$ cat src/rtl/xy_scan_pkg.sv
// Shared types and constants for the XY scan generator.
package xy_scan_pkg;

   // Scan mode encoding as seen on the mode input.
   typedef enum logic [1:0] {
      MODE_RASTER = 2'd0,
      MODE_SERP   = 2'd1,
      MODE_TRI    = 2'd2,
      MODE_HOLD   = 2'd3
   } scan_mode_t;

   // Width of the frame counter output.
   localparam int FRAME_CNT_W = 8;

endpackage

$ cat src/rtl/xy_tick_prescaler.sv
// Dwell prescaler: issues one step every div+1 enabled cycles.
module xy_tick_prescaler #(
   parameter int DIV_W = 4
) (
   input  logic             clk,
   input  logic             rst_n,
   input  logic             enable,
   input  logic [DIV_W-1:0] div,
   output logic             step
);

   logic [DIV_W-1:0] p;

   // The >= test lets a lowered div take effect at once instead of
   // waiting for p to wrap around.
   assign step = enable && (p >= div);

   // Count enabled cycles, restarting on every step.
   always_ff @(posedge clk) begin
      // NOTE: reset is synchronous, so it lives inside the clocked branch
      // and the sensitivity list holds only the clock edge.
      if (!rst_n) begin
         p <= '0;
      end else if (step) begin
         p <= '0;
      end else if (enable) begin
         p <= p + 1'b1;
      end
   end

endmodule

$ cat src/rtl/xy_scan_gen.sv
// XY scan generator for the oscilloscope outputs: raster, serpentine,
// triangle and hold scans with programmable dwell, frame trigger,
// blanking and frame counter.
module xy_scan_gen
   import xy_scan_pkg::*;
#(
   parameter int XW    = 8,
   parameter int YW    = 7,
   parameter int DIV_W = 4
) (
   input  logic                   clk,
   input  logic                   rst_n,
   input  logic                   enable,
   input  logic [1:0]             mode,
   input  logic [DIV_W-1:0]       div,
   output logic [XW-1:0]          x_out,
   output logic [YW-1:0]          y_out,
   output logic                   trig,
   output logic                   blank,
   output logic [FRAME_CNT_W-1:0] frame_cnt
);

   localparam logic [XW-1:0] X_MAX = '1;
   localparam logic [YW-1:0] Y_MAX = '1;

   scan_mode_t        mode_req;
   scan_mode_t        mode_act;
   scan_mode_t        mode_nx;
   logic              step;
   logic              dir_x_up;
   logic              dir_y_up;
   logic [XW-1:0]     x_nx;
   logic [YW-1:0]     y_nx;
   logic              dx_nx;
   logic              dy_nx;
   logic              frame_end;

   assign mode_req = scan_mode_t'(mode);

   // HOLD follows the requested mode on every step; other modes switch
   // only when their frame ends.
   assign mode_nx = (frame_end || mode_act == MODE_HOLD) ? mode_req : mode_act;

   xy_tick_prescaler #(.DIV_W(DIV_W)) u_prescaler (
      .clk    (clk),
      .rst_n  (rst_n),
      .enable (enable),
      .div    (div),
      .step   (step)
   );

   // Next position for the active mode, assuming a step happens now.
   always_comb begin
      // NOTE: every output of this block gets a default first, so no path
      // leaves a signal unassigned and no latch is inferred.
      x_nx      = x_out;
      y_nx      = y_out;
      dx_nx     = dir_x_up;
      dy_nx     = dir_y_up;
      frame_end = 1'b0;
      case (mode_act)
         MODE_RASTER: begin
            if (x_out == X_MAX) begin
               x_nx      = '0;
               y_nx      = y_out + 1'b1;
               frame_end = (y_out == Y_MAX);
            end else begin
               x_nx = x_out + 1'b1;
            end
         end
         MODE_SERP: begin
            if (y_out[0] ? (x_out == '0) : (x_out == X_MAX)) begin
               y_nx      = y_out + 1'b1;
               frame_end = (y_out == Y_MAX);
            end else if (y_out[0]) begin
               x_nx = x_out - 1'b1;
            end else begin
               x_nx = x_out + 1'b1;
            end
         end
         MODE_TRI: begin
            if (dir_x_up && x_out == X_MAX) begin
               dx_nx = 1'b0;
               x_nx  = x_out - 1'b1;
            end else if (!dir_x_up && x_out == '0) begin
               dx_nx = 1'b1;
               x_nx  = x_out + 1'b1;
            end else begin
               x_nx = dir_x_up ? x_out + 1'b1 : x_out - 1'b1;
            end
            if (dir_y_up && y_out == Y_MAX) begin
               dy_nx = 1'b0;
               y_nx  = y_out - 1'b1;
            end else if (!dir_y_up && y_out == '0) begin
               dy_nx = 1'b1;
               y_nx  = y_out + 1'b1;
            end else begin
               y_nx = dir_y_up ? y_out + 1'b1 : y_out - 1'b1;
            end
            frame_end = (x_nx == '0) && !dx_nx;
         end
         default: ;
      endcase
   end

   // Register position, mode, trigger, blanking and frame count on steps.
   always_ff @(posedge clk) begin
      if (!rst_n) begin
         x_out     <= '0;
         y_out     <= '0;
         dir_x_up  <= 1'b1;
         dir_y_up  <= 1'b1;
         mode_act  <= MODE_RASTER;
         trig      <= 1'b0;
         blank     <= 1'b1;
         frame_cnt <= '0;
      end else begin
         // NOTE: non-blocking assignment throughout; the default below is
         // overridden later in the same block only on a frame start.
         trig <= 1'b0;
         if (step) begin
            mode_act <= mode_nx;
            if (frame_end) begin
               // Entering HOLD parks the beam at the origin without
               // starting a frame.
               x_out    <= '0;
               y_out    <= '0;
               dir_x_up <= 1'b1;
               dir_y_up <= 1'b1;
               trig     <= (mode_req != MODE_HOLD);
               blank    <= (mode_req != MODE_HOLD);
               if (mode_req != MODE_HOLD) begin
                  frame_cnt <= frame_cnt + 1'b1;
               end
            end else begin
               x_out    <= x_nx;
               y_out    <= y_nx;
               dir_x_up <= dx_nx;
               dir_y_up <= dy_nx;
               blank    <= (mode_nx == MODE_RASTER) && (x_nx == '0);
            end
         end
      end
   end

endmodule

$ cat config.mk
export PLATFORM = sky130hd
export DESIGN_NAME = xy_scan_gen
export DESIGN_NICKNAME = d
export VERILOG_FILES = /design/src/rtl/xy_scan_pkg.sv /design/src/rtl/xy_tick_prescaler.sv /design/src/rtl/xy_scan_gen.sv
export SDC_FILE = /design/constraint.sdc
export NUM_CORES = 1
export LEC_CHECK = 0
export BUFFER_PORTS_ARGS = -buffer_cell sky130_fd_sc_hd__buf_2
export CAP_MARGIN = 20
export CORE_MARGIN = 5
export CORE_UTILIZATION = 53
export CTS_BUF_LIST = sky130_fd_sc_hd__clkbuf_8
export DETAILED_ROUTE_END_ITERATION = 16
export PLACE_DENSITY = 0.74
export SLEW_MARGIN = 20
export SYNTH_ARGS = -nofsm -noshare
export SYNTH_HDL_FRONTEND = slang
export SYNTH_SLANG_ARGS = --single-unit
$ cat constraint.sdc
create_clock -name clk -period 3.09 [get_ports clk]
set_input_delay 0.1545 -clock clk [delete_from_list [all_inputs] [get_ports clk]]
set_output_delay 0.1545 -clock clk [all_outputs]
set_load 0.01 [all_outputs]
==> impl_results.md, run 1 <==
* Design area at 3240 um2
* Clock Sinks at 33
* Yosys cell types at 71
* Number of buffers and inverters on the critical path at 1
* Pre-CTS WS at 0.250 ns
* Sequential share of the synthesized area at 0.234
* CTS Hold Bufs at 0
* Largest family of logic cells by synthesized area: simple AND/OR/NAND/NOR gates
* NetSw at 0.225 mW
* Reg2Reg Setup Slack at 0.11 ns
* CP max FO at 12
* Period utilization at 0.963
* Total congestion overflow at 0
* Synth Warn # at 0
* CP Class: reg2reg
* Simple-gate portion of the synthesized area at 0.313
* Die Width at 83.0 um
* Status: finished clean
* Nets@finish at 440
* Largest net degree at the start of global routing at 21
* Final max-slew violation count at 0
* TritonCTS clock tree: built
* Max layer used: met4
* Share of the synthesized area in the top cell type at 0.234
* 1st-iter DRT viols at 505
* Initial antenna violation count at 0
* Setup TNS at 0 ns
* Synth async-reset ratio at 0
* Hold Vio Cnt, Final at 0
* Fmax at 336 MHz
* FF+latch count, synth at 33
* CTS max path bufs at 2
* Slowest CP cell: nor4_1
* Routed wire length at 8.94 mm
* Multiplexer area fraction after synthesis at 0.0327
* Mapped Cells at 375
* Final setup viols at 0
* Gr usage total at 0.255
* Core footprint at 5140 um2
* DP Area at 3170 um2
* Via count at 3186
* Clk_lat worst skew at 0.29 ns
* Clock share of power at 0.376
* Placer Congestion at 1.03
* Syn Nets at 395
* Port buffer count at 33
* Average size of a mapped cell at 7.54 um2
* Combinational share of power at 0.098
* Top_reg_cell synth: dfxtp_1
* Cts repair resizes at 0
* Post-CTS Setup Inserts at 0
* Wire length per cell at 18.3 um
* Synth Area in Compound Gates at 0.268
* Startpoint types: register
* Most frequent cell after synthesis: nor2_1
* Die Y at 83.0 um
* Share of layout cells above drive strength 1 at 0.189
* P&R area growth vs syn at 14.7%
* CP Capture Type: register
* Vias per std cell at 6.52
* Number of global-route vias before repair at 2973
* Synth Area in XOR/XNOR at 0.0434
* RSZ-0062 raised after global routing: false
* # DRC at 0
* Leading area contributor after synthesis: dfxtp_1
* Min-delay worst type: in2reg
* VDD IR-drop max at 0.000291 V
* Pre-antenna DRT Iters at 5
* Cell area after synthesis at 2830 um2
* Num rows at 26
* Worst hold slack at 0.0900 ns
* Switch share at 0.269
* Slew headroom at 0.461
* Worst Tran Pin Value at 0.805 ns
* First-pass GRT wire length at 14.6 mm
* Dpl hpwl at 6.72 mm
* Num ports at 34
* H-tree depth at 2
* Top post-synthesis cells by count: nor2_1, dfxtp_1, nand2_1
* Sequential share of power at 0.527
* Worst path arrival time at 3.18 ns
* Met3 WL post-DR at 947 um
* Die area at 6900 um2
* WL met1 at 3.73 mm
* Fin crit period at 2.98 ns
* Root Driver: clkbuf_8
* Synthesized-area fraction occupied by adder cells at 0.0487
* Worst-path cell chain: inv_1, ha_1, nand3b_1, nor4_1, a41oi_2, nor2_4, nand3_4, or3_1, a21oi_1
* Crit path max-delay family: simple AND/OR/NAND/NOR gates
* Worst clock skew at 0.0112 ns
* Crit path largest cell delay at 0.59 ns
* Leakage at 1.35 nW
* Pwr Density at 258 nW/um2
* N_diodes at 0
* Max capacitance violation total at 0
* Post-synth EDFFs at 0
* Starting Density at 0.550
* Most area-consuming cells after synthesis: dfxtp_1, ha_1, nor2_1
* Final setup margin at 0.113 ns
* Pint at 0.612 mW
* Routed Antenna Nets at 0
* Num CTS Buffers at 5
* Critical Path RT at 3.30 ns
* Worst-path clk slew at 0.07 ns
* DR WL met2 at 3.91 mm
-- registers in the layout, summed over array words and instances, names as in the netlist --
| name | flops |
|---|---|
| blank | 1 |
| dir_x_up | 1 |
| dir_y_up | 1 |
| frame_cnt | 8 |
| mode_act | 2 |
| trig | 1 |
| u_prescaler.p | 4 |
| x_out | 8 |
| y_out | 7 |
-- worst reg2reg max path, cell delays in order (launching register included) --
cell and delay, ns:
dfxtp_1 0.52, inv_1 0.13, ha_1 0.40, nand3b_1 0.10
nor4_1 0.59, a41oi_2 0.34, nor2_4 0.20, nand3_4 0.11
or3_1 0.37, a21oi_1 0.15
-- worst paths after layout --
| check | startpoint | end | depth (start not counted) |
|---|---|---|---|
| max | x_out[1] | frame_cnt[6] | 9 |
| min | rst_n | dir_y_up | 2 |
| max reg2reg | x_out[1] | frame_cnt[6] | 9 |
| min reg2reg | blank | blank | 2 |
-- cell usage in the layout, fill, tap and decap left out, types with 6 or more instances in the layout --
cell and n:
o21ai_1 9, mux2i_1 7, dfxtp_1 33, nor2_1 35, buf_2 33, ha_1 11
nand3_1 20, o22ai_1 6, inv_1 17, a31oi_1 8, buf_4 26, a21oi_1 22
or3_1 9, xor2_1 11, and3_1 9, o21ai_0 19, nand4_1 9, nand2_1 30
nor3_1 14
-- kinds of logic after synthesis --
group,count (synthesis)
and+or+nand+nor,162
xor gates and xnor gates,14
buffers and inverters,38
muxes,9
AOI/OAI and AO/OA,108
adders and majority gates,11
DFF,33
-- cell type report --
class / count / area [um2]
multi-input combinational: 304 / 2000
fill: 481 / 1900
sequential: 33 / 661
timing repair buffer: 59 / 360
tap: 70 / 87.6
clock buffer: 5 / 68.8
inverter: 17 / 63.8
clock inverter: 1 / 5.00
-- routing by layer --
layer	vias up	global-route usage
li1	1498	-
met1	1447	0.340
met2	201	0.400
met3	40	0.0584
met4	0	0.0966
met5	-	0
-- power groups by stage --
| stage | Clock (mW) | Sequential [mW] | Combinational (mW) |
|---|---|---|---|
| after floorplan | 0 | 0.451 | 0.0500 |
| after global placement | 0 | 0.450 | 0.0773 |
| after detailed placement | 0 | 0.450 | 0.0799 |
| after CTS | 0.316 | 0.441 | 0.0806 |
| after global routing | 0.342 | 0.442 | 0.0905 |
| final | 0.315 | 0.441 | 0.0818 |
-- per-stage QoR --
step	power [mW]	std cells	utilization
3_5_place_dp	0.530	483	0.617
3_3_place_gp	0.528	483	0.617
2_1_floorplan	0.501	375	-
6_report	0.837	489	0.631
5_1_grt	0.874	489	0.631
4_1_cts	0.837	489	0.631
Power figures use the tool's default switching activity.
==> inputs of run 2 (changes only) <==
Settings changed: HOLD_SLACK_MARGIN set to 0.06, SYNTH_HIERARCHICAL set to 1.
==> impl_results.md, run 2 <==
* Top post-synthesis cells by count: nor2_1, dfxtp_1, o21ai_0
* Leakage at 1.32 nW (-1.9%)
* Post-synth EDFFs at 0 (unchanged)
* Num rows at 26 (unchanged)
* CP Capture Type: register
* Cts repair resizes at 0 (unchanged)
* Root Driver: clkbuf_8
* CTS max path bufs at 2 (unchanged)
* H-tree depth at 2 (unchanged)
* Status: finished clean
* Area occupied by multi-input gates at 1920 um2 (-4.1%)
* FF+latch count, synth at 33 (unchanged)
* Most area-consuming cells after synthesis: dfxtp_1, nor2_1, ha_1
* Critical Path RT at 3.29 ns (about the same)
* DP Area at 3090 um2 (-2.4%)
* Share of layout cells above drive strength 1 at 0.184 (-0.00433)
* HP Start: enable
* 1st-iter DRT viols at 251 (-50%)
* Die Width at 82.1 um (-1.2%)
* CP Class: reg2reg
* Die area at 6730 um2 (-2.4%)
* Pwr Density at 292 nW/um2 (+13%)
* CP max FO at 6 (-6)
* Final setup viols at 0 (unchanged)
* Max capacitance violation total at 0 (unchanged)
* Mapped Cells at 378 (+0.80%)
* # DRC at 0 (unchanged)
* Worst-path clk slew at 0.07 ns (about the same)
* Num ports at 34 (unchanged)
* Core footprint at 5070 um2 (-1.3%)
* Period utilization at 0.960 (-0.00391)
* Crit path max-delay family: simple AND/OR/NAND/NOR gates
* Sequential share of the synthesized area at 0.240 (+0.00648)
* Final max-slew violation count at 0 (unchanged)
* Total congestion overflow at 0 (unchanged)
* Number of buffers and inverters on the critical path at 1 (unchanged)
* Average size of a mapped cell at 7.28 um2 (-3.5%)
* Fin crit period at 2.96 ns (-0.0121 ns)
* Syn Nets at 398 (+0.76%)
* Top Registers: frame_cnt (8), x_out (8), y_out (7)
* Worst hold slack at 0.133 ns (+0.0431 ns)
* Port buffer count at 33 (unchanged)
* Hold Vio Cnt, Final at 0 (unchanged)
* R2R cell count at 9 (unchanged)
* P&R area growth vs syn at 16.9%
* Startpoint types: register
* Num CTS Buffers at 5 (unchanged)
* Vias per std cell at 6.38 (-2.2%)
* Pre-antenna DRT Iters at 5 (unchanged)
* Setup TNS at 0 ns (unchanged)
* Starting Density at 0.542 (-0.00799)
* Share of the synthesized area in the top cell type at 0.240 (+0.00648)
* Worst hold endpoint: u_prescaler/p[2]
* Largest net degree at the start of global routing at 25 (+19%)
* Worst Tran Pin Value at 0.807 ns (+0.00201 ns)
* TritonCTS clock tree: built
* Clk_lat worst skew at 0.28 ns (about the same)
* Most frequent cell after synthesis: nor2_1
* Worst path arrival time at 3.16 ns (-0.02 ns)
* Dpl hpwl at 6.41 mm (-4.7%)
* Cell area after synthesis at 2750 um2 (-2.7%)
* Yosys cell types at 67 (-5.6%)
* Storage cell area at 661 um2 (unchanged)
* Synth async-reset ratio at 0 (unchanged)
* Placer Congestion at 1.04 (+1.3%)
* Synth Warn # at 6 (+6)
* Leading area contributor after synthesis: dfxtp_1
* Wire length per cell at 17.6 um (-3.7%)
* Die Y at 82.1 um (-1.2%)
* Reg2Reg Setup Slack at 0.13 ns (about the same)
* RSZ-0062 raised after global routing: false
* Gr usage total at 0.268 (+0.0121)
* Routed wire length at 8.59 mm (-3.9%)
* N_diodes at 0 (unchanged)
* Nets@finish at 437 (-0.68%)
* Min-delay worst type: in2reg
* Slowest CP cell: or4b_1
* VDD IR-drop max at 0.000359 V (+23%)
* Design area at 3220 um2 (-0.85%)
* Top_reg_cell synth: dfxtp_1
* Routed Antenna Nets at 0 (unchanged)
* Initial antenna violation count at 0 (unchanged)
* Slew headroom at 0.455 (-0.00642)
* Most frequent cells in the layout: nor2_1, dfxtp_1, buf_2
* Reg2reg start: x_out[0]
* Crit path largest cell delay at 0.55 ns (-0.04 ns)
* Fmax at 337 MHz (+0.41%)
* Post-CTS Setup Inserts at 0 (unchanged)
* Commonest non-fill, non-tap cell in the layout: nor2_1
* Fillers at 496 (+3.1%)
* WHS Path Cells at 2 (unchanged)
* CTS Hold Bufs at 0 (unchanged)
* Critical R2R Capture: blank
* Via count at 3111 (-2.4%)
* Worst clock skew at 0.00403 ns (-0.00721 ns)
* First-pass GRT wire length at 14.1 mm (-3.9%)
* Clock Sinks at 33 (unchanged)
* Worst-path cell chain: inv_1, ha_1, or4b_1, or3_1, a31o_1, o22ai_2, o21ai_1, or4_1, o31ai_1
* Number of global-route vias before repair at 3004 (+1.0%)
[run 2: report_power, final]
part / leakage [nW] / total [mW] / internal [mW] / switching (mW)
Combinational: 0.992 / 0.0836 / 0.0342 / 0.0493
Sequential: 0.266 / 0.437 / 0.430 / 0.00685
Clock: 0.0626 / 0.418 / 0.260 / 0.158
Total: 1.32 / 0.938 / 0.724 / 0.214
[run 2: worst max path at each step]
stage | start | end | cells past startpoint
3_5_place_dp | x_out[0] | blank | 9
3_3_place_gp | x_out[0] | blank | 9
6_report | x_out[0] | blank | 9
4_1_cts | x_out[0] | blank | 9
5_1_grt | x_out[0] | blank | 9
2_1_floorplan | x_out[0] | blank | 12
[run 2: metal layers]
layer  track usage  vias to the layer above  wire length (um)
met3        0.0450                       32               593
met5             0                        -                 0
met2         0.443                      140              4150
met4         0.151                        0               362
met1         0.326                     1454              3490
li1              -                     1485                 -
[run 2: layout make-up]
| type | count | area share |
|---|---|---|
| clock buffers | 6 | 0.0257 |
| clock inverters | 2 | 0.0105 |
| inverters | 20 | 0.0233 |
| well taps | 70 | 0.0272 |
| multi-input cells | 298 | 0.596 |
| repair buffers | 59 | 0.112 |
| flip-flops and latches | 33 | 0.205 |
[run 2: worst reg2reg max path: stages (launching register included)]
cell	delay, ns
dfxtp_1	0.37
inv_1	0.16
ha_1	0.17
or4b_1	0.55
or3_1	0.41
a31o_1	0.26
o22ai_2	0.11
o21ai_1	0.10
or4_1	0.51
o31ai_1	0.25
[run 2: kinds of logic (layout without fill, tap and decap cells)]
family | after synthesis | after routing | share of synthesized area
AOI/OAI and AO/OA | 115 | 115 | 0.294
xor gates and xnor gates | 9 | 9 | 0.0286
adders and majority gates | 11 | 11 | 0.0500
buffers and inverters | 47 | 87 | 0.0655
DFF | 33 | 33 | 0.240
muxes | 6 | 6 | 0.0218
and+or+nand+nor | 157 | 157 | 0.300
[run 2: stage by stage]
step           setup slack (ns)  power (mW)  std cells   util
2_1_floorplan            0.0133       0.501        378      -
3_3_place_gp              0.257       0.525        480  0.610
3_5_place_dp              0.218       0.528        480  0.610
4_1_cts                   0.163       0.939        488  0.633
5_1_grt                  0.0237       0.974        488  0.634
6_report                  0.125       0.938        488  0.634
==> inputs of run 3 (changes only) <==
Settings changed: REMOVE_ABC_BUFFERS set to 1.
==> impl_results.md, run 3 (synthesis results as in run 2) <==
* Initial antenna violation count at 0 (unchanged)
* Worst path arrival time at 3.14 ns (-0.02 ns)
* Placed Instances at 475 (-1.0%)
* Num CTS Buffers at 5 (unchanged)
* # DRC at 0 (unchanged)
* Critical Path RT at 3.28 ns (about the same)
* Fin crit period at 2.95 ns (-0.0155 ns)
* Num rows at 26 (unchanged)
* 1st-iter DRT viols at 337 (+34%)
* WHS Path Cells at 2 (unchanged)
* Die Width at 82.1 um (unchanged)
* Core footprint at 5070 um2 (unchanged)
* CTS max path bufs at 2 (unchanged)
* Min-delay worst type: in2reg
* Max capacitance violation total at 0 (unchanged)
* Fin cells at 483 (-1.0%)
* Share of layout cells above drive strength 1 at 0.179 (-0.00503)
* DR WL met2 at 3.92 mm (-5.5%)
* Leakage at 1.28 nW (-3.2%)
* Num ports at 34 (unchanged)
* Design area at 3150 um2 (-1.9%)
* RSZ-0062 raised after global routing: false
* Fillers at 482 (-2.8%)
* Pwr Density at 266 nW/um2 (-8.8%)
* Number of buffers and inverters on the critical path at 1 (unchanged)
* H-tree depth at 2 (unchanged)
* Worst-path clk slew at 0.07 ns (about the same)
* CP Capture Type: register
* Die area at 6730 um2 (unchanged)
* Vias per std cell at 6.37 (about the same)
* Hold Vio Cnt, Final at 0 (unchanged)
* Pre-antenna DRT Iters at 5 (unchanged)
* Root Driver: clkbuf_8
* Gr usage total at 0.253 (-0.0147)
* Routed wire length at 8.15 mm (-5.1%)
* Largest net degree at the start of global routing at 25 (unchanged)
* Startpoint types: register
* Nets@finish at 432 (-1.1%)
* Top Registers: frame_cnt (8), x_out (8), y_out (7)
* CP max FO at 6 (unchanged)
* Met3 WL post-DR at 543 um (-8.4%)
* Crit path max-delay family: simple AND/OR/NAND/NOR gates
* Fmax at 339 MHz (+0.52%)
* First-pass GRT wire length at 13.3 mm (-5.7%)
* Starting Density at 0.542 (unchanged)
* Setup TNS at 0 ns (unchanged)
* Area occupied by multi-input gates at 1920 um2 (+0.33%)
* CP Class: reg2reg
* Worst hold slack at 0.113 ns (-0.0200 ns)
* Final setup viols at 0 (unchanged)
* Via count at 3077 (-1.1%)
* Slew headroom at 0.507 (+0.0521)
* VDD IR-drop max at 0.000230 V (-36%)
* Slowest CP cell: or4_1
* Number of global-route vias before repair at 2751 (-8.4%)
* Total congestion overflow at 0 (unchanged)
* Storage cell area at 661 um2 (unchanged)
* Clock Sinks at 33 (unchanged)
* Period utilization at 0.955 (-0.00500)
* Worst-path cell chain: inv_1, ha_1, or4b_1, or3_1, a31o_1, o22ai_2, o21ai_1, or4_1, o31ai_1
* Wire length per cell at 16.9 um (-4.1%)
* Clk_lat worst skew at 0.29 ns (about the same)
* DP Area at 3060 um2 (-1.2%)
* P&R area growth vs syn at 14.6%
* WL met1 at 3.46 mm (-0.66%)
* Worst clock skew at 0.00463 ns (+0.000598 ns)
* Status: finished clean
* Crit path largest cell delay at 0.50 ns (-0.05 ns)
* Final max-slew violation count at 0 (unchanged)
* Commonest non-fill, non-tap cell in the layout: nor2_1
* Most frequent cells in the layout: nor2_1, dfxtp_1, buf_2
* TritonCTS clock tree: built
* R2R cell count at 9 (unchanged)
* Routed Antenna Nets at 0 (unchanged)
* Overall power at 0.839 mW (-11%)
* Crit. path cell count at 9 (unchanged)
* Dpl hpwl at 6.04 mm (-5.6%)
* Port buffer count at 33 (unchanged)
* CTS Hold Bufs at 0 (unchanged)
* N_diodes at 0 (unchanged)
* Max layer used: met4
* Placer Congestion at 1.02 (-2.5%)
* Die Y at 82.1 um (unchanged)
* Worst Tran Pin Value at 0.739 ns (-0.0677 ns)
-- run 3: metrics by stage --
| step | setup slack, ns | util |
|---|---|---|
| finish | 0.141 | 0.622 |
| global route | 0.0126 | 0.622 |
| CTS | 0.178 | 0.619 |
| detailed placement | 0.228 | 0.602 |
| global placement | 0.256 | 0.602 |
| floorplan | 0.120 | - |
-- run 3: power breakdown --
group	switching, mW	internal (mW)	leakage [nW]
combinational	0.0476	0.0341	0.968
clock	0.165	0.155	0.0439
sequential	0.00709	0.430	0.266
-- run 3: worst paths after layout --
kind,start,endpoint,slack (ns)
worst max-delay path,x_out[0],blank,0.14
worst max register to register,x_out[0],blank,0.14
worst min-delay path,enable,u_prescaler/p[2],0.11
worst min register to register,frame_cnt[6],frame_cnt[6],0.50
-- run 3: worst register-to-register path: stages, from the launching register on --
cell and delay, ns:
dfxtp_1 0.36, inv_1 0.15, ha_1 0.17, or4b_1 0.45, or3_1 0.46, a31o_1 0.29
o22ai_2 0.11, o21ai_1 0.11, or4_1 0.50, o31ai_1 0.26
-- run 3: layout make-up --
type,instances,share of cell area
clock buffer,5,0.0218
clock inverter,3,0.00555
inverter,20,0.0238
multi-input combinational,298,0.609
sequential,33,0.209
tap,70,0.0278
timing repair buffer,54,0.102
-- run 3: what timing repair did --
item / 4_1_cts / 5_1_grt
hold endpoints to repair: 0 / 0
resized for setup: 0 / 2
setup buffers: 0 / 0
endpoints found under the setup margin: 0 / 4
-- run 3: layer usage --
metal / vias to the layer above / track usage
met5: - / 0
met4: 0 / 0.0930
met3: 23 / 0.0362
met2: 131 / 0.421
met1: 1445 / 0.330
li1: 1478 / -
